[src/rtl/ctrl_sequencer_if.sv]
// Shared-bus handshake between the instruction sequencer and the ALU/register-file datapath.
interface ctrl_sequencer_if #(
   parameter int WORD_W = 10,
   parameter int NREG   = 4
);
   logic              Start;
   logic [WORD_W-1:0] INSTR;
   logic              Ain;
   logic              Gin;
   logic              Gout;
   logic [3:0]        FN;
   logic [NREG-1:0]   ROUT;
   logic [NREG-1:0]   RIN;
   logic              Extern;
   logic              GSEL;
   logic              Busy;
   logic              Done;
   logic              Illegal;

   modport master (
      input  Start, INSTR,
      output Ain, Gin, Gout, FN, ROUT, RIN, Extern, GSEL, Busy, Done, Illegal
   );

   modport slave (
      output Start, INSTR,
      input  Ain, Gin, Gout, FN, ROUT, RIN, Extern, GSEL, Busy, Done, Illegal
   );
endinterface

[src/rtl/ctrl_sequencer.sv]
// Multi-step instruction sequencer: latches one instruction and walks T1..T4, driving
// registered ALU strobes, register one-hots and bus selects on the falling edge of CLKb.
module ctrl_sequencer #(
   parameter int WORD_W = 10,
   parameter int NREG   = 4
) (
   input  logic               CLKb,
   input  logic               RST,
   ctrl_sequencer_if.master   bus
);

   typedef enum logic [2:0] {IDLE, T1, T2, T3, T4} state_t;
   typedef enum logic [2:0] {CL_LD, CL_CPY, CL_BIN, CL_UN, CL_ILL} opclass_t;

   state_t            state, state_nxt;
   logic [WORD_W-1:0] ir, ir_nxt;

   logic            ain_q, gin_q, gout_q, ext_q, gsel_q, busy_q, done_q, ill_q;
   logic [3:0]      fn_q;
   logic [NREG-1:0] rout_q, rin_q;

   logic            ain_n, gin_n, gout_n, ext_n, gsel_n, busy_n, done_n, ill_n;
   logic [3:0]      fn_n;
   logic [NREG-1:0] rout_n, rin_n;

   logic [3:0] op;
   logic [1:0] rx, ry;
   opclass_t   cls;
   logic       unused_ir_lo;

   function automatic opclass_t classify(input logic [3:0] opc);
      case (opc)
         4'b0000:                           return CL_LD;
         4'b0001:                           return CL_CPY;
         4'b0100, 4'b0101:                  return CL_UN;
         4'b1100, 4'b1101, 4'b1110, 4'b1111: return CL_ILL;
         default:                           return CL_BIN;
      endcase
   endfunction

   function automatic logic [NREG-1:0] onehot(input logic [1:0] idx);
      logic [NREG-1:0] v;
      v      = '0;
      v[idx] = 1'b1;
      return v;
   endfunction

   // Outputs are decoded from the state being entered so they appear for exactly that step.
   always_comb begin
      state_nxt = state;
      ir_nxt    = ir;
      if (state == IDLE) begin
         if (bus.Start) begin
            state_nxt = T1;
            ir_nxt    = bus.INSTR;
         end
      end else if (done_q) begin
         state_nxt = IDLE;
      end else begin
         state_nxt = state_t'(state + 3'd1);
      end

      op  = ir_nxt[9:6];
      rx  = ir_nxt[5:4];
      ry  = ir_nxt[3:2];
      cls = classify(op);

      ain_n  = 1'b0;
      gin_n  = 1'b0;
      gout_n = 1'b0;
      ext_n  = 1'b0;
      gsel_n = 1'b0;
      busy_n = 1'b0;
      done_n = 1'b0;
      ill_n  = 1'b0;
      fn_n   = 4'b0000;
      rout_n = '0;
      rin_n  = '0;

      if (state_nxt != IDLE) begin
         busy_n = 1'b1;
         fn_n   = op;
         case (cls)
            CL_LD: begin
               ext_n  = 1'b1;
               rin_n  = onehot(rx);
               done_n = 1'b1;
            end
            CL_CPY: begin
               rout_n = onehot(ry);
               rin_n  = onehot(rx);
               done_n = 1'b1;
            end
            CL_BIN: begin
               case (state_nxt)
                  T1: begin
                     rout_n = onehot(rx);
                     ain_n  = 1'b1;
                  end
                  T2: begin
                     rout_n = onehot(ry);
                     gin_n  = 1'b1;
                  end
                  T3: gout_n = 1'b1;
                  T4: begin
                     gsel_n = 1'b1;
                     rin_n  = onehot(rx);
                     done_n = 1'b1;
                  end
                  default: ;
               endcase
            end
            CL_UN: begin
               case (state_nxt)
                  T1: begin
                     rout_n = onehot(ry);
                     gin_n  = 1'b1;
                  end
                  T2: gout_n = 1'b1;
                  T3: begin
                     gsel_n = 1'b1;
                     rin_n  = onehot(rx);
                     done_n = 1'b1;
                  end
                  default: ;
               endcase
            end
            default: begin
               done_n = 1'b1;
               ill_n  = 1'b1;
            end
         endcase
      end
   end

   always_ff @(negedge CLKb) begin
      if (RST) begin
         state  <= IDLE;
         ir     <= '0;
         ain_q  <= 1'b0;
         gin_q  <= 1'b0;
         gout_q <= 1'b0;
         ext_q  <= 1'b0;
         gsel_q <= 1'b0;
         busy_q <= 1'b0;
         done_q <= 1'b0;
         ill_q  <= 1'b0;
         fn_q   <= 4'b0000;
         rout_q <= '0;
         rin_q  <= '0;
      end else begin
         state  <= state_nxt;
         ir     <= ir_nxt;
         ain_q  <= ain_n;
         gin_q  <= gin_n;
         gout_q <= gout_n;
         ext_q  <= ext_n;
         gsel_q <= gsel_n;
         busy_q <= busy_n;
         done_q <= done_n;
         ill_q  <= ill_n;
         fn_q   <= fn_n;
         rout_q <= rout_n;
         rin_q  <= rin_n;
      end
   end

   assign bus.Ain     = ain_q;
   assign bus.Gin     = gin_q;
   assign bus.Gout    = gout_q;
   assign bus.FN      = fn_q;
   assign bus.ROUT    = rout_q;
   assign bus.RIN     = rin_q;
   assign bus.Extern  = ext_q;
   assign bus.GSEL    = gsel_q;
   assign bus.Busy    = busy_q;
   assign bus.Done    = done_q;
   assign bus.Illegal = ill_q;

   assign unused_ir_lo = ^ir[1:0];

endmodule

[src/flat_wrapper.sv]
// flat-port wrapper written by rule: the top's interface ports become plain ports
module ctrl_sequencer_flat 
#(
   parameter int WORD_W = 10,
   parameter int NREG   = 4
)
  (CLKb, RST, bus_Start, bus_INSTR, bus_Ain, bus_Gin, bus_Gout, bus_FN, bus_ROUT, bus_RIN, bus_Extern, bus_GSEL, bus_Busy, bus_Done, bus_Illegal);
  ctrl_sequencer_if #(.WORD_W(WORD_W), .NREG(NREG)) bus_i ();
  input  logic CLKb;
  input  logic RST;
  input wire logic [$bits(bus_i.Start)-1:0] bus_Start;
  input wire logic [$bits(bus_i.INSTR)-1:0] bus_INSTR;
  output wire logic [$bits(bus_i.Ain)-1:0] bus_Ain;
  output wire logic [$bits(bus_i.Gin)-1:0] bus_Gin;
  output wire logic [$bits(bus_i.Gout)-1:0] bus_Gout;
  output wire logic [$bits(bus_i.FN)-1:0] bus_FN;
  output wire logic [$bits(bus_i.ROUT)-1:0] bus_ROUT;
  output wire logic [$bits(bus_i.RIN)-1:0] bus_RIN;
  output wire logic [$bits(bus_i.Extern)-1:0] bus_Extern;
  output wire logic [$bits(bus_i.GSEL)-1:0] bus_GSEL;
  output wire logic [$bits(bus_i.Busy)-1:0] bus_Busy;
  output wire logic [$bits(bus_i.Done)-1:0] bus_Done;
  output wire logic [$bits(bus_i.Illegal)-1:0] bus_Illegal;
  assign bus_i.Start = bus_Start;
  assign bus_i.INSTR = bus_INSTR;
  assign bus_Ain = bus_i.Ain;
  assign bus_Gin = bus_i.Gin;
  assign bus_Gout = bus_i.Gout;
  assign bus_FN = bus_i.FN;
  assign bus_ROUT = bus_i.ROUT;
  assign bus_RIN = bus_i.RIN;
  assign bus_Extern = bus_i.Extern;
  assign bus_GSEL = bus_i.GSEL;
  assign bus_Busy = bus_i.Busy;
  assign bus_Done = bus_i.Done;
  assign bus_Illegal = bus_i.Illegal;
  ctrl_sequencer #(.WORD_W(WORD_W), .NREG(NREG)) u_core (.CLKb(CLKb), .RST(RST), .bus(bus_i));
endmodule
[config.mk]
export PLATFORM = sky130hd
export DESIGN_NAME = ctrl_sequencer_flat
export DESIGN_NICKNAME = d
export VERILOG_FILES = /design/src/rtl/ctrl_sequencer_if.sv /design/src/rtl/ctrl_sequencer.sv /design/src/flat_wrapper.sv
export SDC_FILE = /design/constraint.sdc
export NUM_CORES = 1
export LEC_CHECK = 0
export CORE_UTILIZATION = 52
export CTS_CLUSTER_DIAMETER = 150
export DETAILED_ROUTE_END_ITERATION = 6
export PLACE_DENSITY = 0.83
export RECOVER_POWER = 50
export SETUP_SLACK_MARGIN = 0.02
export SYNTH_ARGS = -nofsm -noshare
export SYNTH_HDL_FRONTEND = slang
export SYNTH_SLANG_ARGS = --single-unit
[constraint.sdc]
create_clock -name CLKb -period 5.1 [get_ports CLKb]
set_input_delay 1.53 -clock CLKb [delete_from_list [all_inputs] [get_ports CLKb]]
set_output_delay 1.53 -clock CLKb [all_outputs]
set_load 0.01 [all_outputs]
==> impl_metrics.env, run 1 <==
export IMPL_status="did not finish"
export IMPL_stop_stage="global routing"
export IMPL_error_line="[ERROR DPL-0038] Utilization greater than 100%, impossible to legalize"
export IMPL_die_x_um=53.40
export IMPL_synth_area_top_cells="dfxtp_1, nor2_1, mux2i_1"
export IMPL_cts_sinks=31
export IMPL_io_pins=33
export IMPL_ys_ff_latch=31
export IMPL_netlist_area_um2=1374
export IMPL_yosys_top_cells_count="dfxtp_1, nor2_1, mux2i_1"
export IMPL_syn_inst=155
export IMPL_cts_root_buf="clkbuf_4"
export IMPL_netlist_area_leader_share_pct=45.17
export IMPL_yosysMostFrequentCell="dfxtp_1"
export IMPL_synth_main_ff_cell="dfxtp_1"
export IMPL_yosysUniqueCellTypes=37
export IMPL_initial_core_util_pct=55.45
export IMPL_grt_start_max_net_pins=13
export IMPL_yosysWarnings=0
export IMPL_die_y_um=53.40
export IMPL_port_buffer_count=30
export IMPL_synth_area_leader_cell="dfxtp_1"
export IMPL_htree_levels=2
export IMPL_cts_inserted_buffers=5
export IMPL_gp_congestion=0.8984
export IMPL_grt_worst_endpoint="u_core.bus.ROUT[2]$_SDFF_NP0_/D"
export IMPL_cts_hold_fix_buffers=0
export IMPL_num_rows=18
export IMPL_synthArstFlopShare_pct=0
export IMPL_worstEpCategory="register input"
export IMPL_synth_edf_count=0
export IMPL_post_synth_cell_area_avg_um2=8.863
export IMPL_ys_seq_area_share_pct=45.17
export IMPL_synth_net_count=170
export IMPL_cts_max_path_buffers=2
export IMPL_hpwl_um=2740
-- cell families after synthesis --
kind of cell,Yosys count,synth area share (%)
muxes,13,9.927
buffers and inverters,10,2.823
adders and majority gates,2,1.821
and+or+nand+nor,72,26.78
DFF,31,45.17
AOI/OAI and AO/OA,27,13.48
-- per-stage QoR --
| stage | std cells | setup slack [ps] | cell area (um2) |
|---|---|---|---|
| after floorplan | 155 | -415.3 | 1448 |
| after global placement | 240 | -994.9 | 1969 |
| after detailed placement | 240 | -1064 | 1969 |
| after CTS | 284 | -335.2 | 2277 |
-- repair_timing --
item | in CTS
endpoints found under the setup margin | 48
gates resized for setup | 58
setup buffers | 6
pin swaps | 13
==> run 2: changes to the inputs <==
--- a/config.mk
+++ b/config.mk
@@ -5,12 +5,11 @@
 export SDC_FILE = /design/constraint.sdc
 export NUM_CORES = 1
 export LEC_CHECK = 0
-export CORE_UTILIZATION = 52
-export CTS_CLUSTER_DIAMETER = 150
+export CORE_AREA = 2 2 63 65
 export DETAILED_ROUTE_END_ITERATION = 6
-export PLACE_DENSITY = 0.83
+export DIE_AREA = 0 0 65 67
+export PLACE_DENSITY_LB_ADDON = 0.15
 export RECOVER_POWER = 50
-export SETUP_SLACK_MARGIN = 0.02
 export SYNTH_ARGS = -nofsm -noshare
 export SYNTH_HDL_FRONTEND = slang
 export SYNTH_SLANG_ARGS = --single-unit
==> run 2 against run 1 <==
- the flow now finishes, with violations (negative setup slack)
- area after synthesis stayed put
- synthesized cell count unchanged
==> impl_metrics.env, run 2 <==
export IMPL_status="finished, violations left"
export IMPL_failed_checks="negative setup slack"
export IMPL_vdd_ir_drop_max_uv=188.1
export IMPL_slew_headroom_pct=56.65
export IMPL_cp_end_kind="flop"
export IMPL_drt_initial_drc_count=53
export IMPL_cts_sinks=31
export IMPL_num_rows=22
export IMPL_area_growth_pct=75.14
export IMPL_yosys_top_cells_count="dfxtp_1, nor2_1, mux2i_1"
export IMPL_tightest_slew_ps=643.5
export IMPL_syn_inst=155
export IMPL_finalWirelength_um=3851
export IMPL_rsz0062_at_grt="yes"
export IMPL_port_buffer_count=30
export IMPL_core_um2=3606
export IMPL_r2r_start="u_core.state[0]"
export IMPL_critPathKind="in2reg"
export IMPL_grt_pass1_vias=1466
export IMPL_power_density_nw_per_um2=386.9
export IMPL_grt_overflow_total=0
export IMPL_design_area_um2=2406
export IMPL_clk_latency_ps=360
export IMPL_post_route_drc_count=0
export IMPL_endpoint="u_core.bus.ROUT[3]"
export IMPL_max_cap_violations=0
export IMPL_synth_area_top_cells="dfxtp_1, nor2_1, mux2i_1"
export IMPL_cp_startpoint="bus_Start"
export IMPL_vias=1484
export IMPL_dp_cells=258
export IMPL_grt_pass1_wl_um=6244
export IMPL_cts_root_buf="clkbuf_8"
export IMPL_start_kind="input port"
export IMPL_grt_start_max_net_pins=13
export IMPL_die_y_um=67
export IMPL_antenna_found_initial=0
export IMPL_setup_tns_final_ps=-2886
export IMPL_gr_usage_all_layers_pct=19.14
export IMPL_setup_viol=15
export IMPL_yosysUniqueCellTypes=37
export IMPL_hpwl_um=2570
export IMPL_cts_inserted_buffers=5
export IMPL_r2r_slack_ps=2710
export IMPL_cp_arrival_ps=3150
export IMPL_ys_seq_area_share_pct=45.17
export IMPL_yosysWarnings=0
export IMPL_synth_area_leader_cell="dfxtp_1"
export IMPL_htree_levels=2
export IMPL_cts_tree="built"
export IMPL_largest_reg_flops=8
export IMPL_r2r_end="u_core.bus.ROUT[3]"
export IMPL_drive_gt1_share_pct=32.05
export IMPL_die_area_um2=4355
export IMPL_gp_congestion=0.8454
export IMPL_final_cell_mix="inv_1, buf_4, dfxtp_1"
export IMPL_hold_violations=0
export IMPL_whs_path_depth=2
export IMPL_wl_per_cell_um=12.54
export IMPL_hold_class="reg2reg"
export IMPL_num_fill_cells=311
export IMPL_fin_nets=273
export IMPL_worstPathRequired_ps=2820
export IMPL_worst_r2r_path_depth=8
export IMPL_antenna_cells=0
export IMPL_final_cells=307
export IMPL_p_leak_nw=1.178
export IMPL_initial_core_util_pct=38.10
export IMPL_worst_slack_ps=-321.8
export IMPL_synthArstFlopShare_pct=0
export IMPL_worstPathMaxFanout=3
export IMPL_post_synth_cell_area_avg_um2=8.863
export IMPL_netlist_area_leader_share_pct=45.17
export IMPL_synth_net_count=170
export IMPL_fin_worst_skew_ps=20.68
export IMPL_avgViaCountPerCell=4.834
export IMPL_top_register="u_core.ir"
export IMPL_drv_slew=0
export IMPL_place_area_um2=2017
export IMPL_final_util_pct=66.72
export IMPL_cts_clk_slew_worst_paths_ps=30
export IMPL_mostFrequentLayoutCell="inv_1"
export IMPL_synth_edf_count=0
export IMPL_io_pins=33
export IMPL_die_x_um=65
export IMPL_cts_max_path_buffers=2
export IMPL_synth_main_ff_cell="dfxtp_1"
export IMPL_yosysMostFrequentCell="dfxtp_1"
export IMPL_dr_pass1_iters=5
export IMPL_netlist_area_um2=1374
export IMPL_ys_ff_latch=31
export IMPL_antenna_left=0
run 2: cell counts after synthesis:
No cell type changed its count.
run 2: power by group:
group | internal, mW | leakage [nW] | switching, mW | total, mW
combinational | 0.195 | 0.718 | 0.177 | 0.373
clock | 0.124 | 0.207 | 0.150 | 0.274
sequential | 0.270 | 0.253 | 0.0148 | 0.285
run 2: worst max-delay path: stages:
cell and delay, ps:
buf_6 90, and4bb_2 330, a31oi_4 50, or4_4 520, a221oi_4 320, buf_4 160, a22oi_2 60, nor2_1 90
run 2: kinds of logic (layout without fill, tap and decap cells):
group | count (synthesis) | after routing | share of synthesized area (%)
flops | 31 | 31 | 45.17
buf+inv | 10 | 114 | 2.823
fa+ha+maj | 2 | 2 | 1.821
simple gates | 72 | 72 | 26.78
mux | 13 | 13 | 9.927
compound gates | 27 | 27 | 13.48
run 2: how the worst min path moves through the flow:
stage | to | slack [ps] | start
final | u_core.ir[4] | 580 | u_core.ir[4]
after global routing | u_core.ir[4] | 630 | u_core.ir[4]
after CTS | u_core.ir[4] | 590 | u_core.ir[4]
after detailed placement | u_core.ir[4] | 580 | u_core.ir[4]
after global placement | u_core.ir[5] | 550 | u_core.ir[5]
after floorplan | u_core.bus.FN[0] | 510 | u_core.ir[6]
run 2: timing repair:
item	in CTS	in global routing
endpoints found under the setup margin	48	20
pin swaps	12	11
setup buffers	9	2
hold buffers	0	0
gates resized for setup	47	14
run 2: through the flow:
stage	total power, mW	worst slack (ps)	hold WS (ps)
after floorplan	0.4908	-415.3	505.3
after global placement	0.6234	-1000	553.4
after detailed placement	0.6318	-1057	581.6
after CTS	0.9189	-402.9	587.0
after global routing	1.006	-394.5	628.0
final	0.9309	-321.8	584.7
run 2: final cells by class:
type                    count  area [um2]  area share [%]
inverters                   5       18.77          0.7800
well taps                  48       60.06           2.496
multi-input cells         114       893.4           37.13
flip-flops and latches     31       621.8           25.84
repair buffers             70       613.1           25.48
clock inverters            34       130.1           5.408
clock buffers               5       68.82           2.860
run 2: routing by layer:
layer  up-vias  track usage (%)  routed length (um)  share of wire, %
li1        744                -                   -                 -
met1       705            20.33                1693                44
met2        30            32.22                1935                50
met3         5            7.432                 177               4.6
met4         0            11.17                  44               1.1
met5         -                0                   0                 0
(Power assumes the default switching activity.)
==> run 3: changes to the inputs <==
==> constraint.sdc (replaced) <==
create_clock -name CLKb -period 6.55 [get_ports CLKb]
set_input_delay 1.965 -clock CLKb [delete_from_list [all_inputs] [get_ports CLKb]]
set_output_delay 1.965 -clock CLKb [all_outputs]
set_load 0.01 [all_outputs]
==> run 3 against run 2 <==
- the flow still finishes with violations (negative setup slack)
- die area unchanged
- sequential cell count unchanged
- sequential power down 23%
- critical endpoint is now u_core.bus.ROUT[2]
- highest routed layer unchanged
==> impl_metrics.env, run 3 (synthesis gave the netlist of run 2 again) <==
export IMPL_hold_slack_ps=571.3
export IMPL_final_cell_mix="inv_1, dfxtp_1, nor2_1"
export IMPL_p_leak_nw=1.007
export IMPL_gp_congestion=0.8377
export IMPL_total_power_uw=713.3
export IMPL_critPathKind="in2reg"
export IMPL_worstPathRequired_ps=3530
export IMPL_final_util_pct=61.42
export IMPL_hpwl_um=2455
export IMPL_cell_internal_pwr_uw=470.6
export IMPL_max_cap_violations=0
export IMPL_clk_latency_ps=360
export IMPL_core_um2=3606
export IMPL_die_x_um=65
export IMPL_vdd_ir_drop_max_uv=199.0
export IMPL_gr_usage_all_layers_pct=17.25
export IMPL_htree_levels=2
export IMPL_drt_initial_drc_count=44
export IMPL_die_y_um=67
export IMPL_grt_overflow_total=0
export IMPL_p_clk_share_pct=36.0
export IMPL_cts_inserted_buffers=5
export IMPL_pwr_share_seq_pct=30.8
export IMPL_cp_end_kind="flop"
export IMPL_die_area_um2=4355
export IMPL_cts_tree="built"
export IMPL_status="finished, violations left"
export IMPL_worstPathMaxFanout=3
export IMPL_hold_class="reg2reg"
export IMPL_drive_gt1_share_pct=21.77
export IMPL_pwr_share_comb_pct=33.2
export IMPL_io_pins=33
export IMPL_hold_violations=0
export IMPL_grt_pass1_vias=1398
export IMPL_finalWirelength_um=3340
export IMPL_place_ws_ps=-802.3
export IMPL_initial_core_util_pct=38.10
export IMPL_fin_worst_skew_ps=19.10
export IMPL_vias=1402
export IMPL_failed_checks="negative setup slack"
export IMPL_slew_headroom_pct=61.18
export IMPL_cp_arrival_ps=3540
export IMPL_cts_clk_slew_worst_paths_ps=30
export IMPL_power_switching_uw=242.6
export IMPL_largest_reg_flops=8
export IMPL_setup_viol=3
export IMPL_avgViaCountPerCell=4.736
export IMPL_mostFrequentLayoutCell="inv_1"
export IMPL_post_route_drc_count=0
export IMPL_area_growth_pct=61.20
export IMPL_antenna_cells=0
export IMPL_dr_pass1_iters=4
export IMPL_grt_pass1_wl_um=5671
export IMPL_cts_root_buf="clkbuf_8"
export IMPL_antenna_left=0
export IMPL_worst_slack_ps=-11.40
export IMPL_rsz0062_at_grt="yes"
export IMPL_power_density_nw_per_um2=322.1
export IMPL_drv_slew=0
export IMPL_antenna_found_initial=0
export IMPL_start_kind="input port"
export IMPL_sw_frac_of_total_pct=34.02
export IMPL_grt_start_max_net_pins=15
export IMPL_port_buffer_count=30
export IMPL_setup_tns_final_ps=-21.68
export IMPL_tightest_slew_ps=582.3
export IMPL_cts_sinks=31
export IMPL_wl_per_cell_um=11.28
export IMPL_top_register="u_core.ir"
export IMPL_num_rows=22
export IMPL_cts_max_path_buffers=2
export IMPL_fin_nets=262
==> run 3: cell count changes in the layout (fill, tap and decap cells not counted), sizes merged <==
cell           change
dlygate4sd2       -20
clkdlybuf4s50     +19
buf               -10
bufinv             +1
clkbuf             -1
clkdlybuf4s25      +1
clkinvlp           -1
==> run 3: area by class of cell <==
type	count	area (um2)
tap	48	60.06
timing repair buffer	59	520.5
clock buffer	5	68.82
multi-input combinational	114	768.2
clock inverter	34	157.7
fill	334	1391
sequential	31	620.6
inverter	5	18.77
==> run 3: timing repair <==
action,4_1_cts,5_1_grt
hold buffers,0,0
endpoints found under the hold margin,0,0
setup buffers,2,2
setup endpoints to repair,20,8
pin swaps,8,5
resized for setup,14,6
==> run 3: per-layer routing <==
| layer | up-vias | wire length, um | global-route usage (%) |
|---|---|---|---|
| li1 | 723 | - | - |
| met1 | 630 | 1463 | 18.51 |
| met2 | 41 | 1613 | 27.19 |
| met3 | 8 | 197 | 8.953 |
| met4 | 0 | 66 | 9.840 |
| met5 | - | 0 | 0 |
==> run 3: path summary, 6_finish.rpt <==
kind | from | end | slack [ps] | cells after the start
max | bus_Start | u_core.bus.ROUT[2] | -10 | 7
min | u_core.ir[4] | u_core.ir[4] | 570 | 2
max reg2reg | u_core.state[0] | u_core.bus.ROUT[2] | 4210 | 7
min reg2reg | u_core.ir[4] | u_core.ir[4] | 570 | 2
==> run 3: per-stage QoR <==
stage | cell area (um2) | cells
after floorplan | 1396 | 155
after global placement | 1924 | 254
after detailed placement | 1924 | 254
after CTS | 2191 | 294
after global routing | 2215 | 296
final | 2215 | 296
==> run 3: power groups by stage <==
stage / Clock, mW / Combinational (mW) / Sequential (mW)
2_1_floorplan: 0.0299 / 0.114 / 0.227
3_3_place_gp: 0.0299 / 0.211 / 0.221
3_5_place_dp: 0.0299 / 0.216 / 0.223
4_1_cts: 0.268 / 0.230 / 0.220
5_1_grt: 0.294 / 0.259 / 0.222
6_report: 0.257 / 0.237 / 0.220
==> run 3: worst max-delay path, cell delays in order <==
cell and delay, ps:
buf_8 100, and4bb_2 330, a31oi_4 50, or4_4 510
a221oi_4 310, nand2_1 100, o31ai_2 170
